==> src/rtl/dcache_responder_pkg.sv <==
// Shared types for the dcache_responder slice.
// DCACHE_HITCNT_EN adds the CNT state and the hit/miss dump address.
package dcache_responder_pkg;

    localparam int DC_SETS  = 16;
    localparam int DC_IDX_W = $clog2(DC_SETS);
    localparam int DC_TAG_W = 30 - DC_IDX_W;

    typedef logic [31:0] word_t;

`ifdef DCACHE_HITCNT_EN
    localparam word_t HITCNT_ADDR = 32'h0000_3100;
`endif

    typedef enum logic [2:0] {
        IDLE  = 3'd0,
        WB    = 3'd1,
        FILL  = 3'd2,
        FLUSH = 3'd3,
`ifdef DCACHE_HITCNT_EN
        CNT   = 3'd4,
`endif
        DONE  = 3'd5
    } dcache_state_t;

    typedef struct packed {
        logic [DC_TAG_W-1:0] tag;
        logic [DC_IDX_W-1:0] idx;
        logic [1:0]          bytoff;
    } dcachef_t;

endpackage

==> src/rtl/dcache_responder_frame_array.sv <==
// Direct-mapped frame storage: valid/dirty/tag/data per set, synchronous write,
// asynchronous read, single index shared by read and write.
module dcache_responder_frame_array #(
    parameter int SETS   = 16,
    parameter int IDX_W  = 4,
    parameter int TAG_W  = 26,
    parameter int WORD_W = 32
) (
    input  logic              CLK,
    input  logic              nRST,
    input  logic [IDX_W-1:0]  idx,
    input  logic              wr_en,
    input  logic              wr_valid,
    input  logic              wr_dirty,
    input  logic [TAG_W-1:0]  wr_tag,
    input  logic [WORD_W-1:0] wr_data,
    output logic              rd_valid,
    output logic              rd_dirty,
    output logic [TAG_W-1:0]  rd_tag,
    output logic [WORD_W-1:0] rd_data
);

    logic [SETS-1:0]   valid_q;
    logic [SETS-1:0]   dirty_q;
    logic [TAG_W-1:0]  tag_q  [SETS];
    logic [WORD_W-1:0] data_q [SETS];

    // Frame update; reset clears every frame.
    always_ff @(posedge CLK) begin
        if (!nRST) begin
            valid_q <= '0;
            dirty_q <= '0;
            for (int i = 0; i < SETS; i++) begin
                tag_q[i]  <= '0;
                data_q[i] <= '0;
            end
        end else if (wr_en) begin
            valid_q[idx] <= wr_valid;
            dirty_q[idx] <= wr_dirty;
            tag_q[idx]   <= wr_tag;
            data_q[idx]  <= wr_data;
        end
    end

    assign rd_valid = valid_q[idx];
    assign rd_dirty = dirty_q[idx];
    assign rd_tag   = tag_q[idx];
    assign rd_data  = data_q[idx];

endmodule

==> src/rtl/dcache_responder.sv <==
// Direct-mapped write-back/write-allocate data cache responder with halt flush.
// Optional DCACHE_HITCNT_EN: hit/miss counters dumped to RAM after the flush.
module dcache_responder
    import dcache_responder_pkg::*;
#(
    parameter int SETS   = DC_SETS,
    parameter int WORD_W = 32
) (
    input  logic              CLK,
    input  logic              nRST,
    input  logic              dREN,
    input  logic              dWEN,
    input  logic [WORD_W-1:0] daddr,
    input  logic [WORD_W-1:0] dstore,
    input  logic              halt,
    output logic              dhit,
    output logic [WORD_W-1:0] dmemload,
    output logic              flushed,
    output logic              ramREN,
    output logic              ramWEN,
    output logic [WORD_W-1:0] ramaddr,
    output logic [WORD_W-1:0] ramstore,
    input  logic [WORD_W-1:0] ramload,
    input  logic              dwait
);

    localparam int IDX_W = $clog2(SETS);
    localparam int TAG_W = WORD_W - 2 - IDX_W;
    localparam logic [IDX_W-1:0] LAST_IDX = IDX_W'(SETS - 1);
`ifdef DCACHE_HITCNT_EN
    localparam dcache_state_t AFTER_FLUSH = CNT;
`else
    localparam dcache_state_t AFTER_FLUSH = DONE;
`endif

    dcache_state_t    state_q, state_d;
    logic [IDX_W-1:0] flush_idx_q, flush_idx_d;
    logic             halt_pend_q, halt_pend_d;

    logic [IDX_W-1:0]  req_idx_s, idx_s;
    logic [TAG_W-1:0]  req_tag_s, rd_tag_s, wr_tag_s;
    logic [WORD_W-1:0] rd_data_s, wr_data_s;
    logic              rd_valid_s, rd_dirty_s, wr_en_s, wr_valid_s, wr_dirty_s;
    logic              hit_s, req_s, halt_req_s;

    assign req_idx_s  = daddr[2 +: IDX_W];
    assign req_tag_s  = daddr[WORD_W-1 -: TAG_W];
    assign idx_s      = (state_q == FLUSH) ? flush_idx_q : req_idx_s;
    assign hit_s      = rd_valid_s && (rd_tag_s == req_tag_s);
    assign req_s      = dREN || dWEN;
    // A halt that arrived mid-transfer is remembered until IDLE can act on it.
    assign halt_req_s = halt || halt_pend_q;

    dcache_responder_frame_array #(
        .SETS  (SETS),
        .IDX_W (IDX_W),
        .TAG_W (TAG_W),
        .WORD_W(WORD_W)
    ) u_frames (
        .CLK     (CLK),
        .nRST    (nRST),
        .idx     (idx_s),
        .wr_en   (wr_en_s),
        .wr_valid(wr_valid_s),
        .wr_dirty(wr_dirty_s),
        .wr_tag  (wr_tag_s),
        .wr_data (wr_data_s),
        .rd_valid(rd_valid_s),
        .rd_dirty(rd_dirty_s),
        .rd_tag  (rd_tag_s),
        .rd_data (rd_data_s)
    );

`ifdef DCACHE_HITCNT_EN
    logic [WORD_W-1:0] hit_cnt_q, hit_cnt_d, miss_cnt_q, miss_cnt_d;

    // Hit counter saturates; a miss is counted once when IDLE leaves for WB or FILL.
    always_comb begin
        hit_cnt_d  = hit_cnt_q;
        miss_cnt_d = miss_cnt_q;
        if (dhit && (hit_cnt_q != '1)) begin
            hit_cnt_d = hit_cnt_q + WORD_W'(1);
        end else begin
            hit_cnt_d = hit_cnt_q;
        end
        if ((state_q == IDLE) && ((state_d == WB) || (state_d == FILL))) begin
            miss_cnt_d = miss_cnt_q + WORD_W'(1);
        end else begin
            miss_cnt_d = miss_cnt_q;
        end
    end

    // Counter registers.
    always_ff @(posedge CLK) begin
        if (!nRST) begin
            hit_cnt_q  <= '0;
            miss_cnt_q <= '0;
        end else begin
            hit_cnt_q  <= hit_cnt_d;
            miss_cnt_q <= miss_cnt_d;
        end
    end
`endif

    // Next-state, frame write and port decode.
    always_comb begin
        state_d     = state_q;
        flush_idx_d = flush_idx_q;
        halt_pend_d = halt_pend_q;
        wr_en_s     = 1'b0;
        wr_valid_s  = rd_valid_s;
        wr_dirty_s  = rd_dirty_s;
        wr_tag_s    = rd_tag_s;
        wr_data_s   = rd_data_s;
        dhit        = 1'b0;
        dmemload    = '0;
        flushed     = 1'b0;
        ramREN      = 1'b0;
        ramWEN      = 1'b0;
        ramaddr     = '0;
        ramstore    = '0;
        case (state_q)
            IDLE: begin
                if (halt_req_s) begin
                    state_d     = FLUSH;
                    halt_pend_d = 1'b0;
                end else if (req_s && hit_s) begin
                    dhit = 1'b1;
                    if (dWEN) begin
                        wr_en_s    = 1'b1;
                        wr_valid_s = 1'b1;
                        wr_dirty_s = 1'b1;
                        wr_data_s  = dstore;
                    end else begin
                        dmemload = rd_data_s;
                    end
                end else if (req_s) begin
                    state_d = (rd_valid_s && rd_dirty_s) ? WB : FILL;
                end else begin
                    state_d = IDLE;
                end
            end
            WB: begin
                halt_pend_d = halt_pend_q || halt;
                ramWEN      = 1'b1;
                ramaddr     = {rd_tag_s, req_idx_s, 2'b00};
                ramstore    = rd_data_s;
                if (!dwait) begin
                    state_d = FILL;
                end else begin
                    state_d = WB;
                end
            end
            FILL: begin
                halt_pend_d = halt_pend_q || halt;
                ramREN      = 1'b1;
                ramaddr     = daddr;
                if (!dwait) begin
                    wr_en_s    = 1'b1;
                    wr_valid_s = 1'b1;
                    wr_dirty_s = 1'b0;
                    wr_tag_s   = req_tag_s;
                    wr_data_s  = ramload;
                    state_d    = IDLE;
                end else begin
                    state_d = FILL;
                end
            end
            FLUSH: begin
                halt_pend_d = 1'b0;
                if (rd_dirty_s) begin
                    ramWEN   = 1'b1;
                    ramaddr  = {rd_tag_s, flush_idx_q, 2'b00};
                    ramstore = rd_data_s;
                end else begin
                    ramWEN = 1'b0;
                end
                // Clean frames advance immediately; dirty ones wait for the RAM.
                if (!rd_dirty_s || !dwait) begin
                    wr_en_s     = rd_dirty_s;
                    wr_dirty_s  = 1'b0;
                    flush_idx_d = flush_idx_q + IDX_W'(1);
                    state_d     = (flush_idx_q == LAST_IDX) ? AFTER_FLUSH : FLUSH;
                end else begin
                    state_d = FLUSH;
                end
            end
`ifdef DCACHE_HITCNT_EN
            CNT: begin
                ramWEN   = 1'b1;
                ramaddr  = HITCNT_ADDR;
                ramstore = hit_cnt_q - miss_cnt_q;
                state_d  = dwait ? CNT : DONE;
            end
`endif
            DONE: begin
                flushed = 1'b1;
                state_d = DONE;
            end
            default: begin
                state_d = IDLE;
            end
        endcase
    end

    // Controller state registers.
    always_ff @(posedge CLK) begin
        if (!nRST) begin
            state_q     <= IDLE;
            flush_idx_q <= '0;
            halt_pend_q <= 1'b0;
        end else begin
            state_q     <= state_d;
            flush_idx_q <= flush_idx_d;
            halt_pend_q <= halt_pend_d;
        end
    end

endmodule

==> config.mk <==
export PLATFORM = sky130hd
export DESIGN_NAME = dcache_responder
export DESIGN_NICKNAME = d
export VERILOG_FILES = /design/src/rtl/dcache_responder_pkg.sv /design/src/rtl/dcache_responder_frame_array.sv /design/src/rtl/dcache_responder.sv
export SDC_FILE = /design/constraint.sdc
export NUM_CORES = 2
export LEC_CHECK = 0
export CAP_MARGIN = 20
export CORE_MARGIN = 2
export CORE_UTILIZATION = 44
export CTS_BUF_LIST = sky130_fd_sc_hd__clkbuf_8
export DETAILED_ROUTE_END_ITERATION = 10
export PLACE_DENSITY = 0.71
export SYNTH_ARGS = -nofsm -noshare
export SYNTH_HDL_FRONTEND = slang
export SYNTH_SLANG_ARGS = --single-unit
==> constraint.sdc <==
create_clock -name CLK -period 17.7 [get_ports CLK]
set_clock_uncertainty 0.2 [all_clocks]
set_input_delay 2.655 -clock CLK [delete_from_list [all_inputs] [get_ports CLK]]
set_output_delay 2.655 -clock CLK [all_outputs]
set_load 0.03 [all_outputs]
==> impl_metrics.env <==
export IMPL_cts_max_level=4
export IMPL_post_place_cells=6026
export IMPL_final_nets=4785
export IMPL_ant_nets=0
export IMPL_setup_tns_ns=0
export IMPL_synth_simple_area_share_pct=19.4
export IMPL_synth_nets=4768
export IMPL_seqCellArea_um2=28700
export IMPL_ys_seq_area_share_pct=56.9
export IMPL_setup_viol=0
export IMPL_grt_pass1_wl_mm=254
export IMPL_finalHoldViolations=0
export IMPL_first_iter_violations=7197
export IMPL_cts_tree="built"
export IMPL_p_clk_share_pct=31.7
export IMPL_critPathLaunchType="primary input"
export IMPL_yosys_warnings=0
export IMPL_p_sw_w=0.00187
export IMPL_r2r_start="state_q[1]"
export IMPL_core_area_um2=114000
export IMPL_final_max_slew_violation_count=0
export IMPL_rsz0062_at_grt="no"
export IMPL_min_period_ns=12.08
export IMPL_synth_xor_area_share_pct=0.348
export IMPL_ys_types=86
export IMPL_fin_crit_sh_pct=68.3
export IMPL_synth_top_family_by_area="simple AND/OR/NAND/NOR gates"
export IMPL_hold_start="u_frames.dirty_q[6]"
export IMPL_cts_resized=0
export IMPL_multi_input_area_um2=19600
export IMPL_grt_ovfl_total=0
export IMPL_synth_top_area_share_pct=55.3
export IMPL_fp_dieH_um=342
export IMPL_ys_async_sr_fraction_pct=0
export IMPL_route_detailed_drc=0
export IMPL_worstPathRequired_ns=14.85
export IMPL_critPathArrivalTime_ns=9.23
export IMPL_rows=124
export IMPL_tightest_slew_ns=1.25
export IMPL_placed_cell_area_um2=53100
export IMPL_peakVddDrop_mv=0.0715
export IMPL_netlist_top_cells_area="edfxtp_1 (55%), nor2_1 (7.9%), mux4_2 (5.5%)"
export IMPL_clk_latency_ns=0.88
export IMPL_layoutNonFillerInstCount=6309
export IMPL_root_buffer="clkbuf_8"
export IMPL_cts_made_buffers=156
export IMPL_synthFlopType="edfxtp_1"
export IMPL_nFillCells=10051
export IMPL_dp_hpwl_mm=97.5
export IMPL_die_width_um=342
export IMPL_intPower_w=0.00384
export IMPL_antenna_found_initial=3
export IMPL_path_max_fanout=76
export IMPL_layout_commonest_cell="nor2_1"
export IMPL_power_density_nw_per_um2=102
export IMPL_synth_top_area_cell="edfxtp_1"
export IMPL_holdWs_ns=0.269
export IMPL_synth_seq_cells=968
export IMPL_run_status="finished clean"
export IMPL_postCtsSetupBuffers=0
export IMPL_gp_congestion=0.971
export IMPL_p_seq_share_pct=46.1
export IMPL_synth_compound_area_share_pct=8.57
export IMPL_routed_wl_mm=176
export IMPL_min_path_type="reg -> reg"
export IMPL_slew_headroom_pct=16.7
export IMPL_final_area_um2=56100
export IMPL_clockBufferDepth=3
export IMPL_syn_inst=4665
export IMPL_drive_gt1_share_pct=12.8
export IMPL_leakage_nw=20.3
export IMPL_worstSetupPathType="in -> out"
export IMPL_ios=202
export IMPL_clk_pin_slew_ns=0.06
export IMPL_synthAdderAreaFrac_pct=0.0248
export IMPL_syn_avg_cell_area_um2=10.8
export IMPL_grt_max_degree=190
export IMPL_num_vias=40201
export IMPL_start_util_pct=44.2
export IMPL_max_freq_ghz=0.0828
export IMPL_hold_buffers=0
export IMPL_grt_pass1_vias=38276
export IMPL_track_usage_pct=29.4
export IMPL_switching_share_pct=32.7
export IMPL_end_kind="primary output"
export IMPL_vias_per_cell=6.37
export IMPL_dieArea_um2=117000
export IMPL_cts_num_sinks=968
export IMPL_portBuffers=201
export IMPL_wire_per_inst_um=27.8
export IMPL_drv_cap=0
export IMPL_cp_startpoint="daddr[4]"
export IMPL_synthMuxAreaShare_pct=10.0
export IMPL_syn_area_um2=50400
export IMPL_synth_edff_count=928
export IMPL_final_cell_mix="nor2_1 (1063), edfxtp_1 (928), nand2_1 (738)"
export IMPL_dr_pass1_iters=8
export IMPL_p_comb_share_pct=22.2
export IMPL_area_growth_syn_to_layout_pct=11.3
-- kinds of logic after synthesis --
family / count (synthesis)
AND/OR/NAND/NOR: 2329
adder cells (fa/ha/maj): 1
multiplexers: 341
XOR/XNOR: 20
flip-flops: 968
buffers and inverters: 474
AO/OA/AOI/OAI: 532
-- path summary, 6_finish.rpt --
kind,slack (ns),endpoint,cells after the start
max reg2reg,8.47,u_frames.tag_q[9][22],15
min,0.27,u_frames.dirty_q[6],1
max,5.62,dmemload[0],15
min reg2reg,0.27,u_frames.dirty_q[6],1
-- area by class of cell --
class                   count  area share, %
clock inverters           111           1.11
inverters                  22          0.161
flip-flops and latches    968           51.1
clock buffers             160           3.93
well taps                1512           3.37
diodes                      2        0.00893
repair buffers            311           5.24
multi-input cells        3223           35.0
-- routing by layer --
metal  vias up  global-route usage, %  part of all wire [%]
met4         2                   14.8                   5.0
met2      3215                   44.8                    45
met1     19553                   39.0                    36
li1      16847                      -                     -
met5         -                      0                0.0068
met3       584                   7.41                    14
-- cell usage after synthesis (14+ instances only) --
cell type	instances
nor2_1	1065
edfxtp_1	928
nand2_1	739
nand3_1	299
clkbuf_1	265
mux2i_1	157
mux4_2	124
buf_2	89
o21ai_0	72
a311oi_1	68
mux2_2	59
buf_6	53
o22ai_1	50
a21oi_1	49
and3_1	47
nor4_1	42
dfxtp_1	40
a31o_2	33
a211oi_4	29
a211oi_1	28
nor2b_1	28
nor3_1	25
buf_1	21
a22o_1	20
inv_1	20
buf_4	19
and2_1	16
a31oi_1	14
nand4_1	14
o211ai_1	14
or3_1	14
-- critical path, cell delays in order --
cell	delay (ns)
clkdlybuf4s50_1	0.82
inv_1	0.28
o21ai_4	0.20
buf_4	0.70
buf_4	0.95
nor2_1	0.16
a32oi_1	0.31
and4_1	0.24
nor3_1	0.06
or4_1	0.40
nor4_1	0.47
and3_1	0.33
nand2b_2	0.56
nor2_1	0.32
clkdlybuf4s50_1	0.72
-- flip-flops by register name, indices dropped and copies added, names as in the netlist --
| name | count |
|---|---|
| u_frames.dirty_q | 16 |
| state_q | 3 |
| flush_idx_q | 4 |
| u_frames.tag_q | 416 |
| u_frames.valid_q | 16 |
| u_frames.data_q | 512 |
| halt_pend_q | 1 |
-- through the flow --
step	power [W]	worst slack, ns	util (%)
2_1_floorplan	0.00351	7.10	-
3_3_place_gp	0.00388	6.06	46.6
3_5_place_dp	0.00390	5.88	46.6
4_1_cts	0.00567	5.88	49.1
5_1_grt	0.00588	5.48	49.2
6_report	0.00571	5.62	49.2
-- power by group through the flow --
stage	Combinational [W]	Sequential (W)	Clock, W
2_1_floorplan	0.000829	0.00268	0
3_3_place_gp	0.00121	0.00267	0
3_5_place_dp	0.00122	0.00268	0
4_1_cts	0.00123	0.00263	0.00181
5_1_grt	0.00133	0.00264	0.00191
6_report	0.00127	0.00263	0.00181
No activity file was read; power rests on OpenSTA's default activity.
